===== src/rtl/move_collector.sv =====
// Scans NUM_MOVES move words after a start pulse, pushes the legal ones (nonzero initial piece) into a FIFO
// drained on a valid/ready stream. Optional victim-value best-capture tracking under MOVE_COLLECTOR_BEST_CAPTURE_EN.
module move_collector #(
    parameter int NUM_MOVES = 12,
    parameter int DEPTH     = 16,
    parameter int CNT_W     = 8
) (
    input  logic                    clk,
    input  logic                    clear,
    input  logic                    enable,
    input  logic                    start,
    input  logic [NUM_MOVES*32-1:0] moves_in,
    output logic [31:0]             move_out,
    output logic                    move_valid,
    input  logic                    move_ready,
    output logic                    busy,
    output logic                    done,
    output logic [CNT_W-1:0]        move_count,
    output logic                    overflow
`ifdef MOVE_COLLECTOR_BEST_CAPTURE_EN
    ,
    output logic [31:0]             best_move,
    output logic                    best_valid
`endif
);

    localparam int IDX_W = (NUM_MOVES > 1) ? $clog2(NUM_MOVES) : 1;
    localparam int PTR_W = $clog2(DEPTH);

    typedef enum logic {IDLE, SCAN} state_t;

    state_t            state_q, state_d;
    logic [IDX_W-1:0]  index_q, index_d;
    logic [31:0]       words [NUM_MOVES];
    logic [31:0]       cur_word;
    logic              cur_legal, scan_step, start_scan, last;

    for (genvar k = 0; k < NUM_MOVES; k++) begin : g_words
        assign words[k] = moves_in[32*k +: 32];
    end

    assign cur_word   = words[index_q];
    assign cur_legal  = (cur_word[13:8] != 6'd0);
    assign scan_step  = (state_q == SCAN) && enable;
    assign start_scan = (state_q == IDLE) && enable && start;
    assign last       = (index_q == IDX_W'(NUM_MOVES - 1));
    assign busy       = (state_q == SCAN);

    always_comb begin
        state_d = state_q;
        index_d = index_q;
        case (state_q)
            IDLE: begin
                if (start_scan) begin
                    state_d = SCAN;
                    index_d = '0;
                end
            end
            SCAN: begin
                if (enable) begin
                    if (last) begin
                        state_d = IDLE;
                        index_d = '0;
                    end else begin
                        index_d = index_q + IDX_W'(1);
                    end
                end
            end
            default: state_d = IDLE;
        endcase
    end

    // FIFO: pointers carry an extra MSB so full and empty are distinguishable.
    logic [31:0]      mem [DEPTH];
    logic [PTR_W:0]   wr_q, rd_q, wr_d, rd_d;
    logic             full, pop, push, drop;
    logic [31:0]      head_d;

    assign full = (wr_q[PTR_W] != rd_q[PTR_W]) && (wr_q[PTR_W-1:0] == rd_q[PTR_W-1:0]);
    assign pop  = move_valid && move_ready && enable;
    assign push = scan_step && cur_legal && (!full || pop);
    assign drop = scan_step && cur_legal && full && !pop;
    assign wr_d = wr_q + (PTR_W+1)'(push);
    assign rd_d = rd_q + (PTR_W+1)'(pop);

    // Next head: the word being pushed lands at the head only when the FIFO drains to empty this cycle.
    always_comb begin
        head_d = '0;
        if (rd_d != wr_d) begin
            if (push && (rd_d == wr_q)) head_d = cur_word;
            else                        head_d = mem[rd_d[PTR_W-1:0]];
        end
    end

    always_ff @(posedge clk) begin
        if (push) mem[wr_q[PTR_W-1:0]] <= cur_word;
    end

    always_ff @(posedge clk or posedge clear) begin
        if (clear) begin
            state_q    <= IDLE;
            index_q    <= '0;
            wr_q       <= '0;
            rd_q       <= '0;
            move_out   <= '0;
            move_valid <= 1'b0;
            done       <= 1'b0;
            move_count <= '0;
            overflow   <= 1'b0;
        end else begin
            state_q    <= state_d;
            index_q    <= index_d;
            wr_q       <= wr_d;
            rd_q       <= rd_d;
            move_out   <= head_d;
            move_valid <= (rd_d != wr_d);
            done       <= scan_step && last;
            if (start_scan) begin
                move_count <= '0;
                overflow   <= 1'b0;
            end else begin
                if (scan_step && cur_legal && (move_count != '1))
                    move_count <= move_count + CNT_W'(1);
                if (drop)
                    overflow <= 1'b1;
            end
        end
    end

`ifdef MOVE_COLLECTOR_BEST_CAPTURE_EN
    function automatic logic [3:0] victim_score(input logic [4:0] piece);
        case (piece)
            5'b00010: victim_score = 4'd1;
            5'b00001: victim_score = 4'd3;
            5'b01000: victim_score = 4'd3;
            5'b10000: victim_score = 4'd5;
            5'b11000: victim_score = 4'd9;
            5'b00100: victim_score = 4'd15;
            default:  victim_score = 4'd0;
        endcase
    endfunction

    logic [3:0] cur_score, best_score;
    assign cur_score = victim_score(cur_word[28:24]);

    // Strictly-greater compare keeps the earliest word on ties; score 0 is never recorded.
    always_ff @(posedge clk or posedge clear) begin
        if (clear) begin
            best_move  <= '0;
            best_score <= '0;
            best_valid <= 1'b0;
        end else if (start_scan) begin
            best_move  <= '0;
            best_score <= '0;
            best_valid <= 1'b0;
        end else if (scan_step && cur_legal && (cur_score > best_score)) begin
            best_move  <= cur_word;
            best_score <= cur_score;
            best_valid <= 1'b1;
        end
    end
`endif

endmodule


===== config.mk =====
export PLATFORM = sky130hd
export DESIGN_NAME = move_collector
export DESIGN_NICKNAME = d
export VERILOG_FILES = /design/src/rtl/move_collector.sv
export SDC_FILE = /design/constraint.sdc
export NUM_CORES = 1
export LEC_CHECK = 0
export BUFFER_PORTS_ARGS = -buffer_cell sky130_fd_sc_hd__buf_4
export CORE_MARGIN = 1.5
export CORE_UTILIZATION = 45
export CTS_CLUSTER_DIAMETER = 100
export CTS_CLUSTER_SIZE = 20
export DETAILED_ROUTE_END_ITERATION = 6
export MAX_ROUTING_LAYER = met4
export PLACE_DENSITY = 0.66
export SETUP_SLACK_MARGIN = 0.15
export SLEW_MARGIN = 40
export SYNTH_ARGS = -nofsm -noshare
export SYNTH_HDL_FRONTEND = slang
export SYNTH_SLANG_ARGS = --single-unit

===== constraint.sdc =====
create_clock -name clk -period 12.53 [get_ports clk]
set_input_delay 1.8795 -clock clk [delete_from_list [all_inputs] [get_ports clk]]
set_output_delay 1.8795 -clock clk [all_outputs]
set_load 0.05 [all_outputs]

==> flow_summary.yaml, run 1 <==
grt:
  grt_max_degree: 63
  grt_pass1_vias: 14980
  track_usage_pct: 28.33
  grt_pass1_wl_um: 109100
  antenna_found_initial: 10
  grt.overflow.total: 0
pwr:
  irDropWorstVdd_uv: 148.1
  pwr-share-clk_pct: 15.2
  power_uw: 7642
  power_density_nw_per_um2: 251.9
  p_leak_uw: 0.01068
  power_frac_comb_pct: 45.3
  switching_share_pct: 36.55
  p_int_uw: 4849
  p_seq_share_pct: 39.5
  switchingPower_uw: 2793
critical_path:
  rr_endpoint: "move_out[9]"
  cp_slowest_cell: "dfrtp_4"
  cp_max_fo: 36
  cp_slowest_stage_delay_ns: 0.82
  critPathBufInv: 2
  critPathCaptureType: "flip-flop"
  path_class: "reg2reg"
  worstPathArrival_ns: 5.64
  r2r-start: "index_q[0]"
  rrSetupSlack_ns: 7.29
  critPathTopFamily: "simple AND/OR/NAND/NOR gates"
  cp.required_ns: 12.94
  worstSetupStartpointType: "flip-flop"
  cp_cell_sequence: "buf_4 -> mux4_1 -> or3_1 -> nor4_2 -> nor4_1 -> ha_1 -> ha_1 -> xor2_1 -> xnor2_1 -> nand3_1 -> nor3_2 -> buf_4 -> nor2_1"
  r2r_cells: 13
floorplan:
  die_w_um: 238.2
  initial_utilization_pct: 45.37
  die_area_um2: 56750
  io_pins: 433
  fp.dieH_um: 238.2
  core_um2: 54880
  row_count: 86
cells_and_area:
  postLayoutCoreUtil_pct: 55.27
  drive_above_1_share_pct: 49.15
  nets: 2028
  fillerInstances: 4259
  area_delta_synth_final_pct: 21.82
timing:
  hold_slack_ns: 0.5184
  timing.fmax_ghz: 0.1910
  hold_viol: 0
  worst_slew_pin_slew_ns: 0.8592
  final-setup-viol-count: 0
  setup_tns_ns: 0
  fin_crit_ns: 5.237
  drv_slew: 0
  final.period_utilization_pct: 41.79
  slew_headroom_pct: 42.63
  clock_skew_ns: 0.01730
  grt_setup_unrepaired: "no"
  timing.final.ws_setup_ns: 7.293
placed_design:
  gp_congestion: 1.001
  dp_hpwl_um: 50940
  numPortBuffers: 432
  pre_cts_ws_ns: 6.755
yosys:
  yosysMostFrequentCell: "edfxtp_1"
  synth_cell_types: 48
  avgSynthCellArea_um2: 20.75
  yosys_warnings: 0
  async_flop_share_pct: 10.18
  synth-edff-count: 512
  syn-num-nets: 1595
  synth_top_area_share_pct: 61.75
  synth_flop_cell: "edfxtp_1"
  ys_seq_area_share_pct: 67.58
  synth_area_um2: 24900
  synth_area_leader_cell: "edfxtp_1"
  ys_ff_latch: 570
  ys_top_cells_by_area: "edfxtp_1 62%, mux4_2 23%, dfrtp_1 5.8%"
  synthCells: 1200
  synthTopCellsByCount: "512 x edfxtp_1, 251 x mux4_2, 65 x mux2i_1, 58 x dfrtp_1"
worst_hold_path:
  hold_path.class: "reg2reg"
  whs_path_depth: 2
  hold_start: "overflow"
  hold-path-endpoint: "overflow"
status:
  status: "complete, no violations"
cts:
  cts_sinks: 570
  ctsResizeCount: 0
  htreeDepth: 2
  clk_latency_ns: 0.55
  ctsHoldBuffers: 0
  cts-root-buf: "clkbuf_16"
  numCtsBuffers: 34
  cts_buffer_depth: 3
  cts_tree: "built"
  cts.reportedPaths.clkPinSlew_ns: 0.09
  cts_setup_buffers: 0
detailed_routing:
  drtAntennaViolNets: 0
  drc: 0
  drtIter0Drc: 1497
  vias_per_cell: 6.135
  detail_route.first_pass.iterations: 5
  routed_wl_um: 77230
  vias: 14520
  wl_per_cell_um: 32.63
flow_run:
  maxCapViolations: 0
==> logic make-up (layout without fill, tap and decap cells) <==
| family | Yosys count | in the layout | synth area share [%] |
|---|---|---|---|
| AO/OA/AOI/OAI | 55 | 55 | 1.322 |
| multiplexers | 321 | 321 | 25.84 |
| buffers and inverters | 88 | 544 | 1.502 |
| AND/OR/NAND/NOR | 139 | 139 | 2.563 |
| XOR/XNOR | 21 | 21 | 0.8895 |
| adder cells (fa/ha/maj) | 6 | 6 | 0.3015 |
| other | 0 | 7 | 0 |
| flip-flops | 570 | 570 | 67.58 |
==> metal layers <==
| layer | GRT usage [%] | routed length (um) | vias up | part of all wire [%] |
|---|---|---|---|---|
| li1 | - | - | 5920 | - |
| met4 | 6.617 | 1542 | 0 | 2.0 |
| met5 | - | 0 | - | 0 |
| met2 | 46.99 | 39910 | 729 | 52 |
| met3 | 3.586 | 5072 | 89 | 6.6 |
| met1 | 37.75 | 30710 | 7784 | 40 |
==> power by group through the flow <==
stage	clock, uW	combinational (uW)	sequential [uW]
after global routing	1240	3700	3050
after global placement	0	3370	3070
after detailed placement	0	3480	3070
final	1160	3460	3020
after CTS	1180	3480	3030
after floorplan	0	2200	3170
==> cell type report <==
class	count	area [um2]	area share, %
inverter	10	37.54	0.1237
antenna	7	17.52	0.05775
timing repair buffer	475	3585	11.82
tap	704	880.8	2.904
clock buffer	58	1005	3.312
clock inverter	1	11.26	0.03712
sequential	570	16830	55.50
multi-input combinational	542	7963	26.25
==> state kept, by name (all words and copies together) (netlist names) <==
| register | count |
|---|---|
| move_count | 8 |
| index_q | 4 |
| done | 1 |
| move_valid | 1 |
| wr_q | 5 |
| busy | 1 |
| mem | 512 |
| rd_q | 5 |
| overflow | 1 |
| move_out | 32 |
==> worst max-delay path by stage <==
stage | startpoint | to | slack, ns | cells past startpoint
finish | index_q[0] | move_out[9] | 7.29 | 13
CTS | index_q[0] | move_out[9] | 7.17 | 13
floorplan | moves_in[169] | mem[1][0] | 6.67 | 6
global placement | enable | move_out[13] | 6.75 | 11
detailed placement | enable | move_out[9] | 6.76 | 10
global route | index_q[0] | move_out[4] | 6.81 | 13
==> worst reg2reg max path, cell delays in order (launching register included) <==
cell and delay (ns):
dfrtp_4 0.82, buf_4 0.63, mux4_1 0.69, or3_1 0.34, nor4_2 0.60, nor4_1 0.24, ha_1 0.27, ha_1 0.21
xor2_1 0.21, xnor2_1 0.15, nand3_1 0.10, nor3_2 0.18, buf_4 0.53, nor2_1 0.16
==> through the flow <==
stage | area, um2 | instances
6_report | 30330 | 2367
3_3_place_gp | 29200 | 2301
4_1_cts | 30300 | 2360
5_1_grt | 30330 | 2367
2_1_floorplan | 24900 | 1200
3_5_place_dp | 29290 | 2301
==> placed cells by master (no fill, tap or decap), types with 2 or more instances in the layout <==
master,count
xor2_4,2
dfrtp_1,56
o31ai_1,5
clkbuf_1,21
nor4_1,4
nand2b_1,2
diode_2,7
dfrtp_4,2
clkbuf_16,37
ha_4,2
and3_1,3
a21oi_1,2
nor2_4,12
nor2_1,38
mux4_2,251
o211ai_1,3
inv_2,2
o21ai_2,19
ha_1,4
mux2i_1,65
xor3_1,2
nor3_1,4
edfxtp_1,512
xnor2_1,9
or3_1,2
inv_1,8
xor2_1,8
nand3_1,11
mux4_1,5
nor3_2,5
o21ai_0,7
nand2_1,44
buf_4,470
buf_6,5
o21ai_1,10
nand3b_1,3
(Power assumes the default switching activity.)
==> inputs of run 2 (changes only) <==
Clock period 12.53 ns to 5.15 ns, I/O delays scaled along.
==> flow_summary.yaml, run 2 (synthesized netlist as in run 1, its figures left out) <==
status:
  status: "complete, no violations"
grt:
  grt.overflow.total: 0
  grt_max_degree: 70
  grt_pass1_vias: 15000
  antenna_found_initial: 15
  grt_pass1_wl_um: 107500
  track_usage_pct: 27.71
critical_path:
  rr_endpoint: "move_out[29]"
  rrSetupSlack_ns: 0.84
  cp.required_ns: 5.55
  worstSetupStartpointType: "flip-flop"
  worstPathArrival_ns: 4.72
  path_class: "reg2reg"
  r2r-start: "index_q[0]"
  r2r_cells: 13
  cp_max_fo: 33
  critPathCaptureType: "flip-flop"
detailed_routing:
  drtIter0Drc: 1382
  detail_route.first_pass.iterations: 7
  vias: 14380
  drc: 0
  routed_wl_um: 75680
  vias_per_cell: 6.029
  drtAntennaViolNets: 0
  wl_per_cell_um: 31.73
cts:
  cts.reportedPaths.clkPinSlew_ns: 0.08
  cts_tree: "built"
  cts_setup_buffers: 0
  cts_sinks: 570
  numCtsBuffers: 34
  cts_buffer_depth: 3
  cts-root-buf: "clkbuf_16"
  ctsResizeCount: 0
  htreeDepth: 2
  clk_latency_ns: 0.55
  ctsHoldBuffers: 0
timing:
  drv_slew: 0
  final.period_utilization_pct: 83.77
  timing.fmax_ghz: 0.2318
  clock_skew_ns: 0.02554
  final-setup-viol-count: 0
  slew_headroom_pct: 44.10
  hold_viol: 0
  worst_slew_pin_slew_ns: 0.8385
  fin_crit_ns: 4.314
  grt_setup_unrepaired: "no"
  setup_tns_ns: 0
pwr:
  p_leak_uw: 0.01073
  power_density_nw_per_um2: 613.3
  irDropWorstVdd_uv: 370.1
cells_and_area:
  fillerInstances: 4293
  nets: 2039
  drive_above_1_share_pct: 48.95
  postLayoutCoreUtil_pct: 55.44
  area_delta_synth_final_pct: 22.20
  largest_register_ffs: 512
  final_common_cell: "edfxtp_1"
  most-common-layout-cells: "512 x edfxtp_1, 479 x buf_4, 251 x mux4_2"
  stdcell_area_um2: 30430
placed_design:
  gp_congestion: 1.009
  dp_hpwl_um: 51220
  numPortBuffers: 432
  postPlaceCellArea_um2: 29400
flow_run:
  maxCapViolations: 0
floorplan:
  row_count: 86
  die_area_um2: 56750
  die_w_um: 238.2
  fp.dieH_um: 238.2
  io_pins: 433
  core_um2: 54880
  initial_utilization_pct: 45.37
worst_hold_path:
  hold_path.class: "in2async"
[run 2: cell count changes in the layout (fill, tap and decap cells not counted), sizes merged]
cell and delta:
clkbuf +1, buf +11, clkinv +1, diode +5
[run 2: worst max-delay path: stages, from the launching register on]
cell,delay (ns)
dfrtp_4,0.75
mux4_1,0.65
or3_1,0.34
nor4_2,0.50
nor4_1,0.10
buf_4,0.17
ha_1,0.19
ha_1,0.21
xor2_1,0.21
xnor2_1,0.16
nand3_1,0.11
nor3_2,0.18
buf_4,0.47
nor2_1,0.12
[run 2: worst max-delay path by stage]
stage / start / slack, ns / to / cells past startpoint
global route: index_q[0] / 0.53 / move_out[28] / 13
finish: index_q[0] / 0.84 / move_out[29] / 13
global placement: moves_in[76] / 0.85 / move_out[13] / 14
detailed placement: index_q[0] / 0.79 / move_out[23] / 13
CTS: index_q[0] / 0.79 / move_out[29] / 13
floorplan: moves_in[169] / 0.40 / mem[1][0] / 6
[run 2: layer usage]
layer  GRT usage, %  part of all wire, %
met1          35.89                   40
met2          45.99                   51
met3          4.489                  6.5
met4          7.288                  2.5
met5              -                    0
[run 2: layout make-up]
cell class | instances | area, um2 | area share [%]
multi-input cells | 542 | 7929 | 26.06
clock buffers | 59 | 965.9 | 3.175
clock inverters | 2 | 20.02 | 0.06580
well taps | 704 | 880.8 | 2.895
inverters | 10 | 38.79 | 0.1275
diodes | 12 | 30.03 | 0.09870
repair buffers | 486 | 3727 | 12.25
flip-flops and latches | 570 | 16830 | 55.33
[run 2: per-stage QoR]
stage / instances / total power (uW) / setup slack (ns) / hold slack [ns]
4_1_cts: 2373 / 18780 / 0.7926 / 0.3728
2_1_floorplan: 1200 / 13070 / 0.4002 / 0.5159
3_3_place_gp: 2312 / 15860 / 0.8475 / 0.5016
5_1_grt: 2385 / 19510 / 0.5343 / 0.3034
6_report: 2385 / 18660 / 0.8357 / 0.2736
3_5_place_dp: 2312 / 16090 / 0.7925 / 0.5112
[run 2: where the power goes]
group / internal (uW) / switching (uW) / leakage [uW]
combinational: 3710 / 4970 / 0.00491
sequential: 6850 / 391 / 0.00535
clock: 1290 / 1440 / 0.000470
